[config.mk]
export PLATFORM = sky130hd
export DESIGN_NAME = mopshub_test_sequencer_flat
export DESIGN_NICKNAME = d
export VERILOG_FILES = /design/src/rtl/mopshub_test_sequencer_if.sv /design/src/rtl/mopshub_test_sequencer.sv /design/src/flat_wrapper.sv
export SDC_FILE = /design/constraint.sdc
export NUM_CORES = 1
export LEC_CHECK = 0
export ABC_CLOCK_PERIOD_IN_PS = 4860
export BUFFER_PORTS_ARGS = -buffer_cell sky130_fd_sc_hd__buf_2
export CORE_MARGIN = 4
export CORE_UTILIZATION = 45
export DETAILED_ROUTE_END_ITERATION = 10
export PLACE_DENSITY = 0.68
export SLEW_MARGIN = 20
export SYNTH_ARGS = -nofsm -noshare
export SYNTH_HDL_FRONTEND = slang
export SYNTH_SLANG_ARGS = --single-unit
[constraint.sdc]
create_clock -name clk -period 4.86 [get_ports clk]
set_input_delay 0.243 -clock clk [delete_from_list [all_inputs] [get_ports clk]]
set_output_delay 0.243 -clock clk [all_outputs]
set_load 0.03 [all_outputs]
[src/rtl/mopshub_test_sequencer_if.sv]
// Request/response signals between the MOPSHUB test sequencer and its host,
// data generator and mopshub_top test strobes.
interface mopshub_test_sequencer_if #(
   parameter int N_BUSES = 16
);
   localparam int SEL_W = (N_BUSES > 1) ? $clog2(N_BUSES) : 1;

   logic               start;
   logic [3:0]         mode_mask;
   logic [N_BUSES-1:0] bus_en;
   logic               end_power_init;
   logic               sign_on;
   logic               test_rx_end;
   logic               test_tx_end;
   logic               costum_msg_end;
   logic               osc_auto_trim;
   logic               test_rx;
   logic               test_tx;
   logic               test_advanced;
   logic               endwait_all;
   logic [SEL_W-1:0]   bus_sel;
   logic               busy;
   logic               done;
   logic [N_BUSES-1:0] pass_mask;
   logic [N_BUSES-1:0] timeout_mask;

   modport master (
      output start, mode_mask, bus_en, end_power_init, sign_on,
             test_rx_end, test_tx_end, costum_msg_end,
      input  osc_auto_trim, test_rx, test_tx, test_advanced, endwait_all,
             bus_sel, busy, done, pass_mask, timeout_mask
   );

   modport slave (
      input  start, mode_mask, bus_en, end_power_init, sign_on,
             test_rx_end, test_tx_end, costum_msg_end,
      output osc_auto_trim, test_rx, test_tx, test_advanced, endwait_all,
             bus_sel, busy, done, pass_mask, timeout_mask
   );
endinterface

[src/rtl/mopshub_test_sequencer.sv]
// Sequences trim, sign-on, RX, endwait, settle, TX and custom-message tests
// over every enabled CAN bus, supervising each wait with a timeout.
module mopshub_test_sequencer #(
   parameter int N_BUSES        = 16,
   parameter int SETTLE_CYCLES  = 120,
   parameter int TIMEOUT_CYCLES = 65535,
   parameter int CNT_W          = 16
) (
   input logic clk,
   input logic rst,
   mopshub_test_sequencer_if.slave bus
);
   localparam int SEL_W = (N_BUSES > 1) ? $clog2(N_BUSES) : 1;
   localparam int IDX_W = SEL_W + 1;
   localparam logic [CNT_W-1:0] TO_LAST     = CNT_W'(TIMEOUT_CYCLES - 1);
   localparam logic [CNT_W-1:0] SETTLE_LAST = CNT_W'((SETTLE_CYCLES > 0) ? SETTLE_CYCLES - 1 : 0);

   typedef enum logic [3:0] {
      IDLE, TRIM, SIGNON, SEL, RX, ENDWAIT, SETTLE, TX, ADV, NEXT, FINISH
   } state_t;

   state_t             state, state_next;
   state_t             nxt_tx, nxt_settle, nxt_endwait, nxt_start;
   logic [CNT_W-1:0]   cnt;
   logic [2:0]         mode_q;
   logic [N_BUSES-1:0] bus_en_q;
   logic [IDX_W-1:0]   idx;
   logic               found;
   logic [SEL_W-1:0]   found_idx;
   logic               accept, load_sel, set_pass, set_to_bus, set_to_all;
   logic               is_wait, timed_out;

   // Lowest enabled bus at or above the scan index; descending loop lets the lowest win.
   always_comb begin
      found     = 1'b0;
      found_idx = '0;
      for (int i = N_BUSES - 1; i >= 0; i--) begin
         if (bus_en_q[i] && (IDX_W'(i) >= idx)) begin
            found     = 1'b1;
            found_idx = SEL_W'(i);
         end
      end
   end

   always_comb begin
      state_next  = state;
      accept      = 1'b0;
      load_sel    = 1'b0;
      set_pass    = 1'b0;
      set_to_bus  = 1'b0;
      set_to_all  = 1'b0;
      timed_out   = (cnt == TO_LAST);
      is_wait     = state inside {TRIM, SIGNON, RX, SETTLE, TX, ADV};
      nxt_tx      = mode_q[2] ? ADV : NEXT;
      nxt_settle  = mode_q[1] ? TX : nxt_tx;
      nxt_endwait = (mode_q[1] && (SETTLE_CYCLES > 0)) ? SETTLE : nxt_settle;
      nxt_start   = bus.mode_mask[0] ? TRIM : SIGNON;
      // End pulses are tested before timeouts so a coincident end counts as success.
      case (state)
         IDLE, FINISH: begin
            if (bus.start) begin
               accept     = 1'b1;
               state_next = nxt_start;
            end else begin
               state_next = IDLE;
            end
         end
         TRIM: begin
            if (bus.end_power_init) state_next = SIGNON;
            else if (timed_out) begin
               set_to_all = 1'b1;
               state_next = FINISH;
            end
         end
         SIGNON: begin
            if (bus.sign_on) state_next = SEL;
            else if (timed_out) begin
               set_to_all = 1'b1;
               state_next = FINISH;
            end
         end
         SEL: begin
            if (found) begin
               load_sel   = 1'b1;
               state_next = mode_q[0] ? RX : ENDWAIT;
            end else begin
               state_next = FINISH;
            end
         end
         RX: begin
            if (bus.test_rx_end) state_next = ENDWAIT;
            else if (timed_out) begin
               set_to_bus = 1'b1;
               state_next = SEL;
            end
         end
         ENDWAIT: state_next = nxt_endwait;
         SETTLE:  if (cnt == SETTLE_LAST) state_next = nxt_settle;
         TX: begin
            if (bus.test_tx_end) state_next = nxt_tx;
            else if (timed_out) begin
               set_to_bus = 1'b1;
               state_next = SEL;
            end
         end
         ADV: begin
            if (bus.costum_msg_end) state_next = NEXT;
            else if (timed_out) begin
               set_to_bus = 1'b1;
               state_next = SEL;
            end
         end
         NEXT: begin
            set_pass   = 1'b1;
            state_next = SEL;
         end
         default: state_next = IDLE;
      endcase
   end

   // Outputs are registered from the next state so request levels rise on state entry.
   always_ff @(posedge clk) begin
      if (rst) begin
         state             <= IDLE;
         cnt               <= '0;
         mode_q            <= '0;
         bus_en_q          <= '0;
         idx               <= '0;
         bus.bus_sel       <= '0;
         bus.pass_mask     <= '0;
         bus.timeout_mask  <= '0;
         bus.osc_auto_trim <= 1'b0;
         bus.test_rx       <= 1'b0;
         bus.test_tx       <= 1'b0;
         bus.test_advanced <= 1'b0;
         bus.endwait_all   <= 1'b0;
         bus.busy          <= 1'b0;
         bus.done          <= 1'b0;
      end else begin
         state <= state_next;
         cnt   <= (is_wait && (state_next == state)) ? cnt + 1'b1 : '0;
         if (accept) begin
            mode_q           <= bus.mode_mask[3:1];
            bus_en_q         <= bus.bus_en;
            idx              <= '0;
            bus.pass_mask    <= '0;
            bus.timeout_mask <= '0;
         end
         if (load_sel) begin
            bus.bus_sel <= found_idx;
            idx         <= {1'b0, found_idx};
         end
         if (set_pass || set_to_bus) idx <= idx + 1'b1;
         if (set_pass)   bus.pass_mask[bus.bus_sel]    <= 1'b1;
         if (set_to_bus) bus.timeout_mask[bus.bus_sel] <= 1'b1;
         if (set_to_all) bus.timeout_mask              <= bus_en_q;
         bus.osc_auto_trim <= (state_next == TRIM);
         bus.test_rx       <= (state_next == RX);
         bus.test_tx       <= (state_next == TX);
         bus.test_advanced <= (state_next == ADV);
         bus.endwait_all   <= (state_next == ENDWAIT);
         bus.busy          <= !(state_next inside {IDLE, FINISH});
         bus.done          <= (state_next == FINISH);
      end
   end
endmodule
[src/flat_wrapper.sv]
// flat-port wrapper written by rule: the top's interface ports become plain ports
module mopshub_test_sequencer_flat 
#(
   parameter int N_BUSES        = 16,
   parameter int SETTLE_CYCLES  = 120,
   parameter int TIMEOUT_CYCLES = 65535,
   parameter int CNT_W          = 16
)
  (clk, rst, bus_start, bus_mode_mask, bus_bus_en, bus_end_power_init, bus_sign_on, bus_test_rx_end, bus_test_tx_end, bus_costum_msg_end, bus_osc_auto_trim, bus_test_rx, bus_test_tx, bus_test_advanced, bus_endwait_all, bus_bus_sel, bus_busy, bus_done, bus_pass_mask, bus_timeout_mask);
  mopshub_test_sequencer_if #(.N_BUSES(N_BUSES)) bus_i ();
  input logic clk;
  input logic rst;
  input wire logic [$bits(bus_i.start)-1:0] bus_start;
  input wire logic [$bits(bus_i.mode_mask)-1:0] bus_mode_mask;
  input wire logic [$bits(bus_i.bus_en)-1:0] bus_bus_en;
  input wire logic [$bits(bus_i.end_power_init)-1:0] bus_end_power_init;
  input wire logic [$bits(bus_i.sign_on)-1:0] bus_sign_on;
  input wire logic [$bits(bus_i.test_rx_end)-1:0] bus_test_rx_end;
  input wire logic [$bits(bus_i.test_tx_end)-1:0] bus_test_tx_end;
  input wire logic [$bits(bus_i.costum_msg_end)-1:0] bus_costum_msg_end;
  output wire logic [$bits(bus_i.osc_auto_trim)-1:0] bus_osc_auto_trim;
  output wire logic [$bits(bus_i.test_rx)-1:0] bus_test_rx;
  output wire logic [$bits(bus_i.test_tx)-1:0] bus_test_tx;
  output wire logic [$bits(bus_i.test_advanced)-1:0] bus_test_advanced;
  output wire logic [$bits(bus_i.endwait_all)-1:0] bus_endwait_all;
  output wire logic [$bits(bus_i.bus_sel)-1:0] bus_bus_sel;
  output wire logic [$bits(bus_i.busy)-1:0] bus_busy;
  output wire logic [$bits(bus_i.done)-1:0] bus_done;
  output wire logic [$bits(bus_i.pass_mask)-1:0] bus_pass_mask;
  output wire logic [$bits(bus_i.timeout_mask)-1:0] bus_timeout_mask;
  assign bus_i.start = bus_start;
  assign bus_i.mode_mask = bus_mode_mask;
  assign bus_i.bus_en = bus_bus_en;
  assign bus_i.end_power_init = bus_end_power_init;
  assign bus_i.sign_on = bus_sign_on;
  assign bus_i.test_rx_end = bus_test_rx_end;
  assign bus_i.test_tx_end = bus_test_tx_end;
  assign bus_i.costum_msg_end = bus_costum_msg_end;
  assign bus_osc_auto_trim = bus_i.osc_auto_trim;
  assign bus_test_rx = bus_i.test_rx;
  assign bus_test_tx = bus_i.test_tx;
  assign bus_test_advanced = bus_i.test_advanced;
  assign bus_endwait_all = bus_i.endwait_all;
  assign bus_bus_sel = bus_i.bus_sel;
  assign bus_busy = bus_i.busy;
  assign bus_done = bus_i.done;
  assign bus_pass_mask = bus_i.pass_mask;
  assign bus_timeout_mask = bus_i.timeout_mask;
  mopshub_test_sequencer #(.N_BUSES(N_BUSES), .SETTLE_CYCLES(SETTLE_CYCLES), .TIMEOUT_CYCLES(TIMEOUT_CYCLES), .CNT_W(CNT_W)) u_core (.clk(clk), .rst(rst), .bus(bus_i));
endmodule
==> run metrics <==
GRT overflow 0; DIE AREA 0.0118 mm^2; dominant cells by area after synthesis dfxtp_1 (38%), nand2_1 (6.8%), nor2_1 (5.2%), a21oi_1 (4.6%), o211ai_1 (3.0%); CTS HTree Levels 3; syn_nets 598; P per Cell Area 322 mW/mm^2; Mapped Area 0.00454 mm^2; Final Hold Vio Count 0; startpoint types flip-flop; largest net degree at the start of global routing 69; vias in the first global route 4,080; CP Data Arrival Time 3690 ps; Clock Sinks 87; status finished clean; Port Buffers 70; first-pass GRT wire length 19.6 mm; Via density 5.79; CTS tree done; row count 36; routability cong. 0.905; CP bufs+invs 0; area leader, netlist dfxtp_1; peak supply drop 0.000232 V; CP Class reg2reg; FF+latch count, synth 87; max frequency 0.293 GHz; antenna viol nets, final 0; ys flop type dfxtp_1; Hold Worst Slack 117 ps; critical path, cell by cell nand2_1 -> and4_1 -> a2111oi_1 -> a21oi_1 -> a2111o_1 -> nor3b_1; Final Power 1640 uW; post-cts gate resize count 0; utilization after layout 51.9%; max-cap violation count 0; actual slew at the worst max-slew pin 975 ps; number of remaining DRC errors 0; most instantiated cells after synthesis dfxtp_1 (87), nand2_1 (82), nor2_1 (63); number of buffers created by CTS 9; Slew headroom 34.8%; initial core utilization 46.3%; Worst Hold Class in2reg; TNS Setup 0 ps; Die Span Y 108 um; period utilisation layout 70.3%; crit path capture type flip-flop; Final Critical Period 3420 ps; I/O pin count 71; Clock transition at path regs 90 ps; RSZ-0062 raised after global routing no; setup bufs post-CTS 0; Clk Latency, worst-skew pair 360 ps; Pins Over Slew Limit 0; vias 4,363; mean area per synthesized cell 8.04 um^2; Routed met2 length 5.52 mm; maximum fanout along the worst path 24; WL/cell 15.7 um; Initial DRC Count 249; WL met3 779 um; Place WS 1510 ps; Routed WL 11.9 mm; initial antenna violation count 0; Seq/Total Area, Yosys 38.3%; antenna fix cells 0; delay of the slowest critical-path stage 790 ps; Area growth, synth to finish 12.3%; layout cells sized above 1 19.0%; Highest Signal Layer met4; DRT Pass-1 Iters 5; top-count cell post-synth dfxtp_1; final setup fails 0; Post-layout nets 649; Hold-fix buffers, CTS 0; Leakage 0.00188 uW; async set-reset flop share out of synthesis 0%; Synth top area share 38.3%; clk root buf clkbuf_8; chip width 108 um; number of synthesized flops with an enable pin 0; Syn Inst Count 565; clk buf depth 2; Largest delay share family, worst path compound AO/OA/AOI/OAI gates; synth warn 0; setup ws final 1440 ps; Setup Skew 10.6 ps; data required time at the worst endpoint 5140 ps; slowest CP cell dfxtp_1; DP HPWL 8.63 mm; WL met1 5.28 mm; Global Route Usage Sum 20.7%; post-synth cell types 73; Core Region 0.00982 mm^2
power breakdown:
group	leakage, uW	switching [uW]	total (uW)	internal (uW)
Combinational	0.00109	237	373	135
Sequential	0.000705	60.7	806	745
Clock	0.0000866	275	466	191
Total	0.00188	573	1640	1070
cell usage in the layout (no fill, tap or decap), types with 4 or more instances in the layout:
master and n:
nand4_1 10, and2_1 4, nor2_1 63, and3_1 6, a21oi_1 42, a22oi_1 17, a211oi_1 4, nand2b_1 11
or2_2 5, o211ai_1 18, a31oi_1 7, nand2_1 82, clkbuf_8 9, dfxtp_1 87, o21ai_1 4, inv_1 13
nand3_1 16, buf_2 69, ha_1 5, nor2b_1 6, nor4_1 4, nor3_1 7, xnor2_1 9, nor3_2 11
o21ai_0 27, nor3b_1 11, xor2_1 6
routing by layer:
metal | vias to the layer above | GRT usage, %
met3 | 33 | 4.36
li1 | 2129 | -
met5 | - | 0
met2 | 159 | 33.2
met1 | 2042 | 27.4
met4 | 0 | 7.39
worst register-to-register path: cells and delay by family, from the launching register on:
family	cells	cell delay (ps)
simple gates	3	1080
compound gates	3	1470
flops	1	790
flip-flops by register name, indices dropped and copies added, names as in the netlist:
| name | flops |
|---|---|
| u_core.idx | 5 |
| u_core.bus.osc_auto_trim | 1 |
| u_core.bus.test_rx | 1 |
| u_core.state | 4 |
| u_core.bus.pass_mask | 16 |
| u_core.bus.test_advanced | 1 |
| u_core.bus.done | 1 |
| u_core.bus.endwait_all | 1 |
| u_core.mode_q | 3 |
| u_core.cnt | 16 |
| u_core.bus.bus_sel | 4 |
| u_core.bus.timeout_mask | 16 |
| u_core.bus.test_tx | 1 |
| u_core.bus_en_q | 16 |
| u_core.bus.busy | 1 |
through the flow:
| step | cells | area, um^2 |
|---|---|---|
| final | 754 | 5100 |
| after global placement | 738 | 4920 |
| after global routing | 754 | 5100 |
| after CTS | 754 | 5100 |
| after detailed placement | 738 | 4920 |
| after floorplan | 565 | 4540 |
cell type report:
class,instances,area [um^2]
Tap cell,133,166
Multi-Input combinational cell,432,2590
Clock inverter,7,55.1
Fill cell,1023,4720
Sequential cell,87,1740
Clock buffer,9,124
Timing Repair Buffer,72,368
Inverter,14,52.6
path summary, 6_finish.rpt:
| kind | slack, ps | cells past startpoint | startpoint | end |
|---|---|---|---|---|
| worst max register to register | 1440 | 6 | u_core.state[1]$_SDFF_PP0_ | u_core.cnt[12]$_SDFF_PP0_ |
| worst min register to register | 470 | 2 | u_core.mode_q[0]$_SDFFE_PP0P_ | u_core.mode_q[0]$_SDFFE_PP0P_ |
| worst min-delay path | 120 | 3 | bus_bus_en[9] | u_core.bus_en_q[9]$_SDFFE_PP0P_ |
| worst max-delay path | 1440 | 6 | u_core.state[1]$_SDFF_PP0_ | u_core.cnt[12]$_SDFF_PP0_ |
kinds of logic (layout without fill, tap and decap cells):
| logic type | after synthesis | count (layout) | share of synthesized area, % |
|---|---|---|---|
| muxes | 1 | 1 | 0.220 |
| DFF | 87 | 87 | 38.3 |
| and+or+nand+nor | 256 | 256 | 29.5 |
| xor gates and xnor gates | 15 | 15 | 2.89 |
| buffers and inverters | 46 | 102 | 4.60 |
| AOI/OAI and AO/OA | 155 | 155 | 23.1 |
| adders and majority gates | 5 | 5 | 1.38 |
Power figures use the tool's default switching activity.
